[src/rtl/btn_debouncer_pkg.sv]
// Shared definitions for the push-button debouncer: per-channel FSM encoding,
// board button channel indices and the counter width helper.
package btn_pkg;

  typedef enum logic [1:0] {
    LOW       = 2'b00,
    WAIT_HIGH = 2'b01,
    HIGH      = 2'b10,
    WAIT_LOW  = 2'b11
  } db_state_e;

  localparam int unsigned BTN_LEFT   = 0;
  localparam int unsigned BTN_RIGHT  = 1;
  localparam int unsigned BTN_UP     = 2;
  localparam int unsigned BTN_DOWN   = 3;
  localparam int unsigned BTN_CENTER = 4;

  function automatic int unsigned cnt_width(input int unsigned cycles);
    return $clog2(cycles + 1);
  endfunction

endpackage

[src/rtl/btn_debouncer_if.sv]
// Button bundle between the board pins, the debouncer and the game controller.
interface btn_debouncer_if #(
  parameter int unsigned N_BTN = 5
);
  logic [N_BTN-1:0] btn_in;
  logic [N_BTN-1:0] btn_level;
  logic [N_BTN-1:0] btn_press;
  logic [N_BTN-1:0] btn_release;

  modport master (
    output btn_in,
    input  btn_level,
    input  btn_press,
    input  btn_release
  );

  modport slave (
    input  btn_in,
    output btn_level,
    output btn_press,
    output btn_release
  );
endinterface

[src/rtl/btn_debouncer_channel.sv]
// Single-bit debouncer: 2-FF synchronizer, qualification counter and a
// four-state FSM producing a registered level plus press/release pulses.
module debounce_channel
  import btn_pkg::*;
#(
  parameter int unsigned DEBOUNCE_CYCLES = 2500000
) (
  input  logic clk,
  input  logic rst,
  input  logic btn_i,
  output logic level_o,
  output logic press_o,
  output logic release_o
);

  localparam int unsigned     CNT_W    = cnt_width(DEBOUNCE_CYCLES);
  localparam logic [CNT_W-1:0] CNT_LAST = CNT_W'(DEBOUNCE_CYCLES - 1);

  logic             s1_q, s2_q;
  db_state_e        state_q, state_d;
  logic [CNT_W-1:0] cnt_q, cnt_d;
  logic             press_q, press_d;
  logic             release_q, release_d;

  always_ff @(posedge clk or posedge rst) begin
    if (rst) begin
      s1_q      <= 1'b0;
      s2_q      <= 1'b0;
      state_q   <= LOW;
      cnt_q     <= '0;
      press_q   <= 1'b0;
      release_q <= 1'b0;
    end else begin
      s1_q      <= btn_i;
      s2_q      <= s1_q;
      state_q   <= state_d;
      cnt_q     <= cnt_d;
      press_q   <= press_d;
      release_q <= release_d;
    end
  end

  // The counter only advances while below CNT_LAST, so it can never wrap.
  always_comb begin
    state_d   = state_q;
    cnt_d     = cnt_q;
    press_d   = 1'b0;
    release_d = 1'b0;
    unique case (state_q)
      LOW: begin
        if (s2_q) begin
          state_d = WAIT_HIGH;
          cnt_d   = CNT_W'(1);
        end
      end
      WAIT_HIGH: begin
        if (!s2_q) begin
          state_d = LOW;
          cnt_d   = '0;
        end else if (cnt_q == CNT_LAST) begin
          state_d = HIGH;
          cnt_d   = '0;
          press_d = 1'b1;
        end else begin
          cnt_d = cnt_q + CNT_W'(1);
        end
      end
      HIGH: begin
        if (!s2_q) begin
          state_d = WAIT_LOW;
          cnt_d   = CNT_W'(1);
        end
      end
      WAIT_LOW: begin
        if (s2_q) begin
          state_d = HIGH;
          cnt_d   = '0;
        end else if (cnt_q == CNT_LAST) begin
          state_d   = LOW;
          cnt_d     = '0;
          release_d = 1'b1;
        end else begin
          cnt_d = cnt_q + CNT_W'(1);
        end
      end
      default: begin
        state_d = LOW;
        cnt_d   = '0;
      end
    endcase
  end

  // Level is the high half of the state encoding, so it is a flop output.
  assign level_o   = (state_q == HIGH) || (state_q == WAIT_LOW);
  assign press_o   = press_q;
  assign release_o = release_q;

endmodule

[src/rtl/btn_debouncer.sv]
// Multi-channel push-button conditioner: N_BTN independent debounce channels
// feeding the controller with clean levels and one-cycle press/release pulses.
module btn_debouncer
  import btn_pkg::*;
#(
  parameter int unsigned N_BTN           = 5,
  parameter int unsigned DEBOUNCE_CYCLES = 2500000
) (
  input  logic         clk,
  input  logic         rst,
  btn_debouncer_if.slave bus
);

  for (genvar i = 0; i < N_BTN; i++) begin : g_ch
    debounce_channel #(
      .DEBOUNCE_CYCLES(DEBOUNCE_CYCLES)
    ) u_ch (
      .clk      (clk),
      .rst      (rst),
      .btn_i    (bus.btn_in[i]),
      .level_o  (bus.btn_level[i]),
      .press_o  (bus.btn_press[i]),
      .release_o(bus.btn_release[i])
    );
  end

endmodule

[src/flat_wrapper.sv]
// flat-port wrapper written by rule: the top's interface ports become plain ports
module btn_debouncer_flat import btn_pkg::*;
#(
  parameter int unsigned N_BTN           = 5,
  parameter int unsigned DEBOUNCE_CYCLES = 2500000
)
  (clk, rst, bus_btn_in, bus_btn_level, bus_btn_press, bus_btn_release);
  btn_debouncer_if #(.N_BTN(N_BTN)) bus_i ();
  input  logic clk;
  input  logic rst;
  input wire logic [$bits(bus_i.btn_in)-1:0] bus_btn_in;
  output wire logic [$bits(bus_i.btn_level)-1:0] bus_btn_level;
  output wire logic [$bits(bus_i.btn_press)-1:0] bus_btn_press;
  output wire logic [$bits(bus_i.btn_release)-1:0] bus_btn_release;
  assign bus_i.btn_in = bus_btn_in;
  assign bus_btn_level = bus_i.btn_level;
  assign bus_btn_press = bus_i.btn_press;
  assign bus_btn_release = bus_i.btn_release;
  btn_debouncer #(.N_BTN(N_BTN), .DEBOUNCE_CYCLES(DEBOUNCE_CYCLES)) u_core (.clk(clk), .rst(rst), .bus(bus_i));
endmodule
[config.mk]
export PLATFORM = sky130hd
export DESIGN_NAME = btn_debouncer_flat
export DESIGN_NICKNAME = d
export VERILOG_FILES = /design/src/rtl/btn_debouncer_pkg.sv /design/src/rtl/btn_debouncer_if.sv /design/src/rtl/btn_debouncer_channel.sv /design/src/rtl/btn_debouncer.sv /design/src/flat_wrapper.sv
export SDC_FILE = /design/constraint.sdc
export NUM_CORES = 1
export LEC_CHECK = 0
export ABC_AREA = 1
export CAP_MARGIN = 20
export CORE_MARGIN = 10
export CORE_UTILIZATION = 31
export DETAILED_ROUTE_END_ITERATION = 8
export HOLD_SLACK_MARGIN = 0.08
export MAX_ROUTING_LAYER = met4
export SLEW_MARGIN = 20
export SYNTH_ARGS = -nofsm -noshare
export SYNTH_HDL_FRONTEND = slang
export SYNTH_SLANG_ARGS = --single-unit
[constraint.sdc]
create_clock -name clk -period 5.6 [get_ports clk]
set_clock_uncertainty 0.15 [all_clocks]
set_input_delay 0.84 -clock clk [delete_from_list [all_inputs] [get_ports clk]]
set_output_delay 0.84 -clock clk [all_outputs]
set_load 0.01 [all_outputs]
==> out/metrics.csv, run 1 <==
stage,metric,value,unit
status,run status,completed,
clocking,worst skew pair latency,420,ps
worst_setup_path,Worst Path Required,4610,ps
run,max_cap viols,0,
global_route,initial antenna violation count,0,
power_and_ir_drop,Max VDD drop,0.1775,mV
power_and_ir_drop,LEAKAGE,3.780,nW
detailed_routing,initial detailed-routing violation count,583,
timing,Fin Setup TNS,0,ps
logic_synthesis,largest family of logic cells by synthesized area,simple AND/OR/NAND/NOR gates,
placed_design,PortBufs,21,
power_and_ir_drop,power per cell area,315.8,nW/µm²
detailed_routing,total wire length,18580,µm
logic_synthesis,post-synthesis mux area share,0,%
logic_synthesis,Synth warnings,0,
min_path,worst min-delay path class,reg2reg,
min_path,hold-critical path depth,0,
clocking,Clock Path Buffers,2,
layout,"most common cell after layout, fill and taps aside",nand2_1,
timing,final number of setup-violating endpoints,0,
layout,Ant. Diodes,0,
global_route,largest net degree at the start of global routing,107,
worst_setup_path,R2R depth,6,
timing,worst slew pin tran,887.9,ps
worst_setup_path,Crit Path Max Fanout,5,
timing,max-slew violations,0,
timing,Final min period,2408,ps
global_route,total track usage,11.75,%
worst_setup_path,R2R Path Start,u_core.g_ch[1].u_ch.cnt_q[0],
clocking,total CTS buffers,17,
clocking,CTS resizes,0,
worst_setup_path,Worst Setup End Kind,output pin,
logic_synthesis,part of the Yosys area used for sequential elements,42.94,%
logic_synthesis,Yosys cell types,37,
global_route,first-pass GRT wire length,32570,µm
detailed_routing,drt via density,4.815,
worst_setup_path,critical path type,reg2out,
worst_setup_path,crit-path cells,clkdlybuf4s50_1,
clocking,CTS root buf,clkbuf_16,
layout,layout cells sized above 1,8.571,%
floorplan,# IOs,22,
logic_synthesis,Synth Area in Compound Gates,8.712,%
logic_synthesis,average size of a mapped cell,7.396,µm²
detailed_routing,First-pass DRT Iterations,5,
detailed_routing,vias post-DR,7006,
floorplan,# rows,59,
placed_design,DP Wirelength,13070,µm
global_route,number of global-route vias before repair,6714,
detailed_routing,wire per inst,12.77,µm
timing,final cycle utilization of the critical path,43.00,%
worst_setup_path,worst path buffer plus inverter count,1,
layout,Final #Nets,1120,
clocking,CTS tree,built,
min_path,worst hold start,u_core.g_ch[2].u_ch.s1_q,
min_path,Hold EP,u_core.g_ch[2].u_ch.s2_q,
timing,RSZ-0062 raised after global routing,no,
floorplan,starting density of the core,31.39,%
logic_synthesis,Synth Area in Adders,0.7669,%
worst_setup_path,reg2reg end,u_core.g_ch[1].u_ch.cnt_q[7],
logic_synthesis,post-synth design cell area,8158,µm²
clocking,hold-fix buffers at CTS,0,
placed_design,RD Place Congestion,0.8871,
layout,"commonest non-fill, non-tap cells in the layout","nand2_1 (275), dfrtp_1 (140), inv_1 (135)",
clocking,clk sinks,140,
logic_synthesis,Mapped Nets,1115,
logic_synthesis,Syn Inst Count,1103,
worst_setup_path,"slowest stage delay, CP",580,ps
worst_setup_path,CP Launch Type,register,
logic_synthesis,Yosys reg bits,140,
worst_setup_path,critical path's slowest cell,clkdlybuf4s50_1,
worst_setup_path,CP arrival,1420,ps
clocking,Post-CTS Setup Bufs,0,
timing,count of final hold-check violations,0,
timing,achievable frequency,0.4153,GHz
floorplan,Die ar.,33200,µm²
detailed_routing,Final ANT Viol Nets,0,
timing,Max transition margin,40.81,%
floorplan,core region area,25980,µm²
global_route,gr ovfl total,0,
layout,Synth-to-Final Area Change,12.10,%
floorplan,Die Ht,182.2,µm
logic_synthesis,post-synthesis simple-gate area fraction,34.60,%
floorplan,Die X,182.2,µm
detailed_routing,# DRC,0,
clocking,H-tree Lvls,4,
worst_setup_path,R2R setup slack,3310,ps
logic_synthesis,XOR/XNOR Fraction of Synth Area,3.650,%
clocking,"Clk pin slew, worst setup/hold paths",60,ps
timing,Fin Hold WS,198.4,ps
worst_setup_path,CP top delay family,buffers and inverters,
cell type report:
cell class	count	area (µm²)
clock buffers	19	432.9
clock inverters	12	116.4
fillers	2710	16840
inverters	141	534.3
multi-input cells	785	3894
flip-flops and latches	140	3503
well taps	335	419.2
repair buffers	23	245.2
metrics by stage:
| stage | setup WS, ps | cell area [µm²] | utilization, % | power, W | instances |
|---|---|---|---|---|---|
| after global placement | 2838 | 8568 | 32.97 | 0.001827 | 1423 |
| after detailed placement | 2850 | 8568 | 32.97 | 0.001839 | 1423 |
| after CTS | 3153 | 9117 | 35.09 | 0.002924 | 1454 |
| after global routing | 3099 | 9145 | 35.19 | 0.003067 | 1455 |
| final | 3192 | 9145 | 35.19 | 0.002888 | 1455 |
| after floorplan | 857.1 | 8158 | - | 0.001695 | 1103 |
worst max-delay path by stage:
stage,to,depth (start not counted)
detailed placement,u_core.g_ch[1].u_ch.cnt_q[20],3
global route,u_core.g_ch[2].u_ch.cnt_q[0],8
floorplan,async pin,1
global placement,u_core.g_ch[2].u_ch.cnt_q[0],3
finish,bus_btn_level[4],1
CTS,bus_btn_level[4],1
cell families (layout without fill, tap and decap cells):
group,after synthesis,in the layout
compound gates,128,128
xor+xnor,34,34
fa+ha+maj,5,5
buf+inv,178,195
flops,140,140
simple gates,618,618
per-layer routing:
| metal | wire length [µm] | up-vias | part of all wire, % | global-route usage, % |
|---|---|---|---|---|
| met2 | 8409 | 117 | 45 | 17.62 |
| met1 | 9400 | 3291 | 51 | 15.72 |
| met3 | 597 | 16 | 3.2 | 2.453 |
| met5 | 0 | - | 0 | - |
| met4 | 175 | 0 | 0.94 | 3.254 |
| li1 | - | 3582 | - | - |
state kept, by name (all words and copies together), names as in the netlist, named ones only:
register,flops
u_core.g_ch.u_ch.cnt_q,110
u_core.g_ch.u_ch.press_o,5
u_core.g_ch.u_ch.release_o,5
u_core.g_ch.u_ch.s1_q,5
u_core.g_ch.u_ch.s2_q,5
u_core.g_ch.u_ch.state_q,5
report_power, final:
group / leakage (nW) / total, W / internal (W) / switching [W]
clock: 0.258 / 0.00107 / 0.000614 / 0.000460
combinational: 1.62 / 0.000635 / 0.000183 / 0.000452
sequential: 1.90 / 0.00118 / 0.00109 / 0.0000882
total: 3.78 / 0.00289 / 0.00189 / 0.00100
synthesized netlist by cell type, drive strengths merged:
master,instances,share of area (%)
dfrtp,140,43
clkbuf,14,0.66
xor2,30,3.2
or2,4,0.31
o21bai,2,0.18
a31oi,2,0.15
o22ai,29,2.2
nand3,117,7.9
xnor2,4,0.43
buf,23,2.2
nor3,20,1.3
a22oi,1,0.092
ha,5,0.77
nor2,148,8.1
o21ai,73,4.5
nand4,39,3.0
clkinv,1,0.046
nand2,287,14
o211ai,2,0.25
a21oi,18,1.2
inv,140,6.4
nand3b,3,0.28
a21boi,1,0.14
Note: power is estimated with default switching activity, not from simulation.
==> run 2, diff against run 1 <==
clock period = 2 ns   (was 5.6 ns; I/O delays follow)
==> run 2 against run 1 <==
  * Non-clock buffer count up 20
  * Core utilization up 1.3 points
  * Critical path depth increased by 9
  * Largest power group is now the clock network
==> out/metrics.csv, run 2 (same netlist as run 1, synthesis figures left out) <==
stage,metric,value,unit,change
status,run status,completed,,unchanged
global_route,number of global-route vias before repair,6868,,was 6714
detailed_routing,Final ANT Viol Nets,0,,unchanged
global_route,largest net degree at the start of global routing,40,,was 107
clocking,Clock Path Buffers,2,,unchanged
layout,Largest Register,u_core.g_ch.u_ch.cnt_q,,unchanged
clocking,CTS tree,built,,unchanged
layout,Final #Nets,1140,,was 1120
layout,FILL cells,2698,,was 2710
clocking,"Clk pin slew, worst setup/hold paths",60,ps,about the same
layout,"most common cell after layout, fill and taps aside",nand2_1,,unchanged
worst_setup_path,CP arrival,2030,ps,was 1420 ps
global_route,first-pass GRT wire length,32680,µm,was 32570 µm
timing,Fin Setup TNS,0,ps,unchanged
floorplan,Die ar.,33200,µm²,unchanged
timing,final cycle utilization of the critical path,93.57,%,
clocking,total CTS buffers,17,,unchanged
worst_setup_path,Crit Path Max Fanout,17,,was 5
floorplan,Die X,182.2,µm,unchanged
worst_setup_path,CP Launch Type,register,,unchanged
power_and_ir_drop,Comb power frac,22.0,%,about the same
run,max_cap viols,0,,unchanged
timing,Final min period,1871,ps,
power_and_ir_drop,power per cell area,942.6,nW/µm²,was 315.8 nW/µm²
layout,max reg flops,110,,unchanged
power_and_ir_drop,sequential power share,36.9,%,was 40.8%
layout,Non-Filler Instances,1476,,was 1455
global_route,gr ovfl total,0,,unchanged
layout,layout cells sized above 1,10.52,%,was 8.571%
detailed_routing,total wire length,18990,µm,was 18580 µm
detailed_routing,# DRC,0,,unchanged
layout,Synth-to-Final Area Change,16.26,%,was 12.10%
power_and_ir_drop,Tot Pwr,0.008939,W,was 0.002888 W
layout,Ant. Diodes,0,,unchanged
detailed_routing,vias post-DR,7081,,was 7006
placed_design,PortBufs,21,,unchanged
min_path,worst min-delay path class,in2reg,,was reg2reg
floorplan,starting density of the core,31.39,%,unchanged
placed_design,RD Place Congestion,0.9235,,was 0.8871
floorplan,# IOs,22,,unchanged
power_and_ir_drop,Sw Share,31.74,%,was 34.62%
detailed_routing,drt via density,4.797,,was 4.815
power_and_ir_drop,Clk pwr share,41.2,%,was 37.2%
detailed_routing,initial detailed-routing violation count,497,,was 583
worst_setup_path,critical path type,reg2reg,,was reg2out
clocking,clk sinks,140,,unchanged
power_and_ir_drop,cell internal pwr,0.006102,W,was 0.001888 W
detailed_routing,wire per inst,12.86,µm,was 12.77 µm
worst_setup_path,Worst Path Required,2160,ps,was 4610 ps
placed_design,DP Wirelength,13780,µm,was 13070 µm
layout,"commonest non-fill, non-tap cells in the layout","nand2_1 (275), dfrtp_1 (140), inv_1 (135)",,unchanged
floorplan,# rows,59,,unchanged
global_route,initial antenna violation count,0,,unchanged
global_route,total track usage,11.92,%,was 11.75%
timing,achievable frequency,0.5344,GHz,
timing,Max transition margin,67.28,%,was 40.81%
power_and_ir_drop,P_sw,0.002838,W,was 0.0009997 W
timing,worst slew pin tran,487.0,ps,was 887.9 ps
clocking,worst skew pair latency,430,ps,was 420 ps
floorplan,core region area,25980,µm²,unchanged
placed_design,placed cell count,1442,,was 1423
timing,RSZ-0062 raised after global routing,yes,,was no
clocking,H-tree Lvls,4,,unchanged
timing,max-slew violations,0,,unchanged
power_and_ir_drop,LEAKAGE,3.961,nW,was 3.780 nW
clocking,CTS root buf,clkbuf_16,,unchanged
worst_setup_path,Worst Setup End Kind,register,,was output pin
detailed_routing,First-pass DRT Iterations,5,,unchanged
power_and_ir_drop,Max VDD drop,0.6591,mV,was 0.1775 mV
floorplan,Die Ht,182.2,µm,unchanged
timing,final number of setup-violating endpoints,0,,unchanged
timing,count of final hold-check violations,0,,unchanged
[run 2: cell types whose count changed in the layout (fill, tap and decap cells not counted), sizes merged]
cell         change
clkinv           +1
buf             +19
clkinvlp         -3
inv              -2
bufinv           +5
dlygate4sd3      +1
[run 2: metrics by stage]
stage	util [%]	worst slack [ps]	hold slack [ps]	area, µm²
after floorplan	-	-199.1	181.2	8162
after global placement	33.71	84.29	184.4	8760
after detailed placement	33.71	69.84	187.3	8760
after CTS	36.36	65.66	150.0	9449
after global routing	36.50	-7.269	163.9	9484
final	36.50	128.6	157.4	9484
[run 2: path summary, 6_finish.rpt]
| kind | startpoint | to | slack (ps) | cells after the start |
|---|---|---|---|---|
| setup / recovery | u_core.g_ch[3].u_ch.cnt_q[0] | u_core.g_ch[3].u_ch.cnt_q[18] | 130 | 10 |
| setup reg to reg | u_core.g_ch[3].u_ch.cnt_q[0] | u_core.g_ch[3].u_ch.cnt_q[18] | 130 | 10 |
| max in group asynchronous | rst | u_core.g_ch[2].u_ch.cnt_q[9] | 570 | 4 |
| hold reg to reg | u_core.g_ch[2].u_ch.s1_q | u_core.g_ch[2].u_ch.s2_q | 200 | 0 |
| min in group asynchronous | rst | u_core.g_ch[2].u_ch.cnt_q[10] | 600 | 3 |
| hold / removal | bus_btn_in[2] | u_core.g_ch[2].u_ch.s1_q | 160 | 1 |
[run 2: cell type report]
| class | instances | area (µm²) | area share (%) |
|---|---|---|---|
| clock inverters | 13 | 236.5 | 2.493 |
| flip-flops and latches | 140 | 3503 | 36.94 |
| inverters | 141 | 533.0 | 5.620 |
| well taps | 335 | 419.2 | 4.420 |
| clock buffers | 19 | 442.9 | 4.670 |
| multi-input cells | 785 | 3921 | 41.35 |
| repair buffers | 43 | 427.9 | 4.512 |
[run 2: what timing repair did]
item | in CTS | in global routing
hold endpoints to repair | 6 | 0
endpoints found under the setup margin | 0 | 44
hold buffers | 1 | 0
buffers inserted | 0 | 1
gates resized for setup | 0 | 6
[run 2: worst max-delay path, cell delays in order (launching register included)]
cell	delay, ps
dfrtp_1	410
ha_2	240
nand2_2	90
nor2_4	140
nand2_2	70
nor2_2	100
nand3_2	150
nand2_8	170
inv_2	100
nand3_1	90
nand2_1	50
[run 2: routing by layer]
layer	part of all wire, %	track usage (%)	vias up
li1	-	-	3606
met3	2.9	2.394	21
met4	1.3	3.742	0
met1	49	15.29	3340
met5	0	-	-
met2	47	18.56	114
[run 2: power groups by stage]
stage	Clock, W	Sequential, W	Combinational, W
finish	0.00368	0.00330	0.00196
floorplan	0	0.00329	0.00146
CTS	0.00375	0.00329	0.00197
detailed placement	0	0.00335	0.00195
global route	0.00388	0.00333	0.00222
global placement	0	0.00333	0.00195
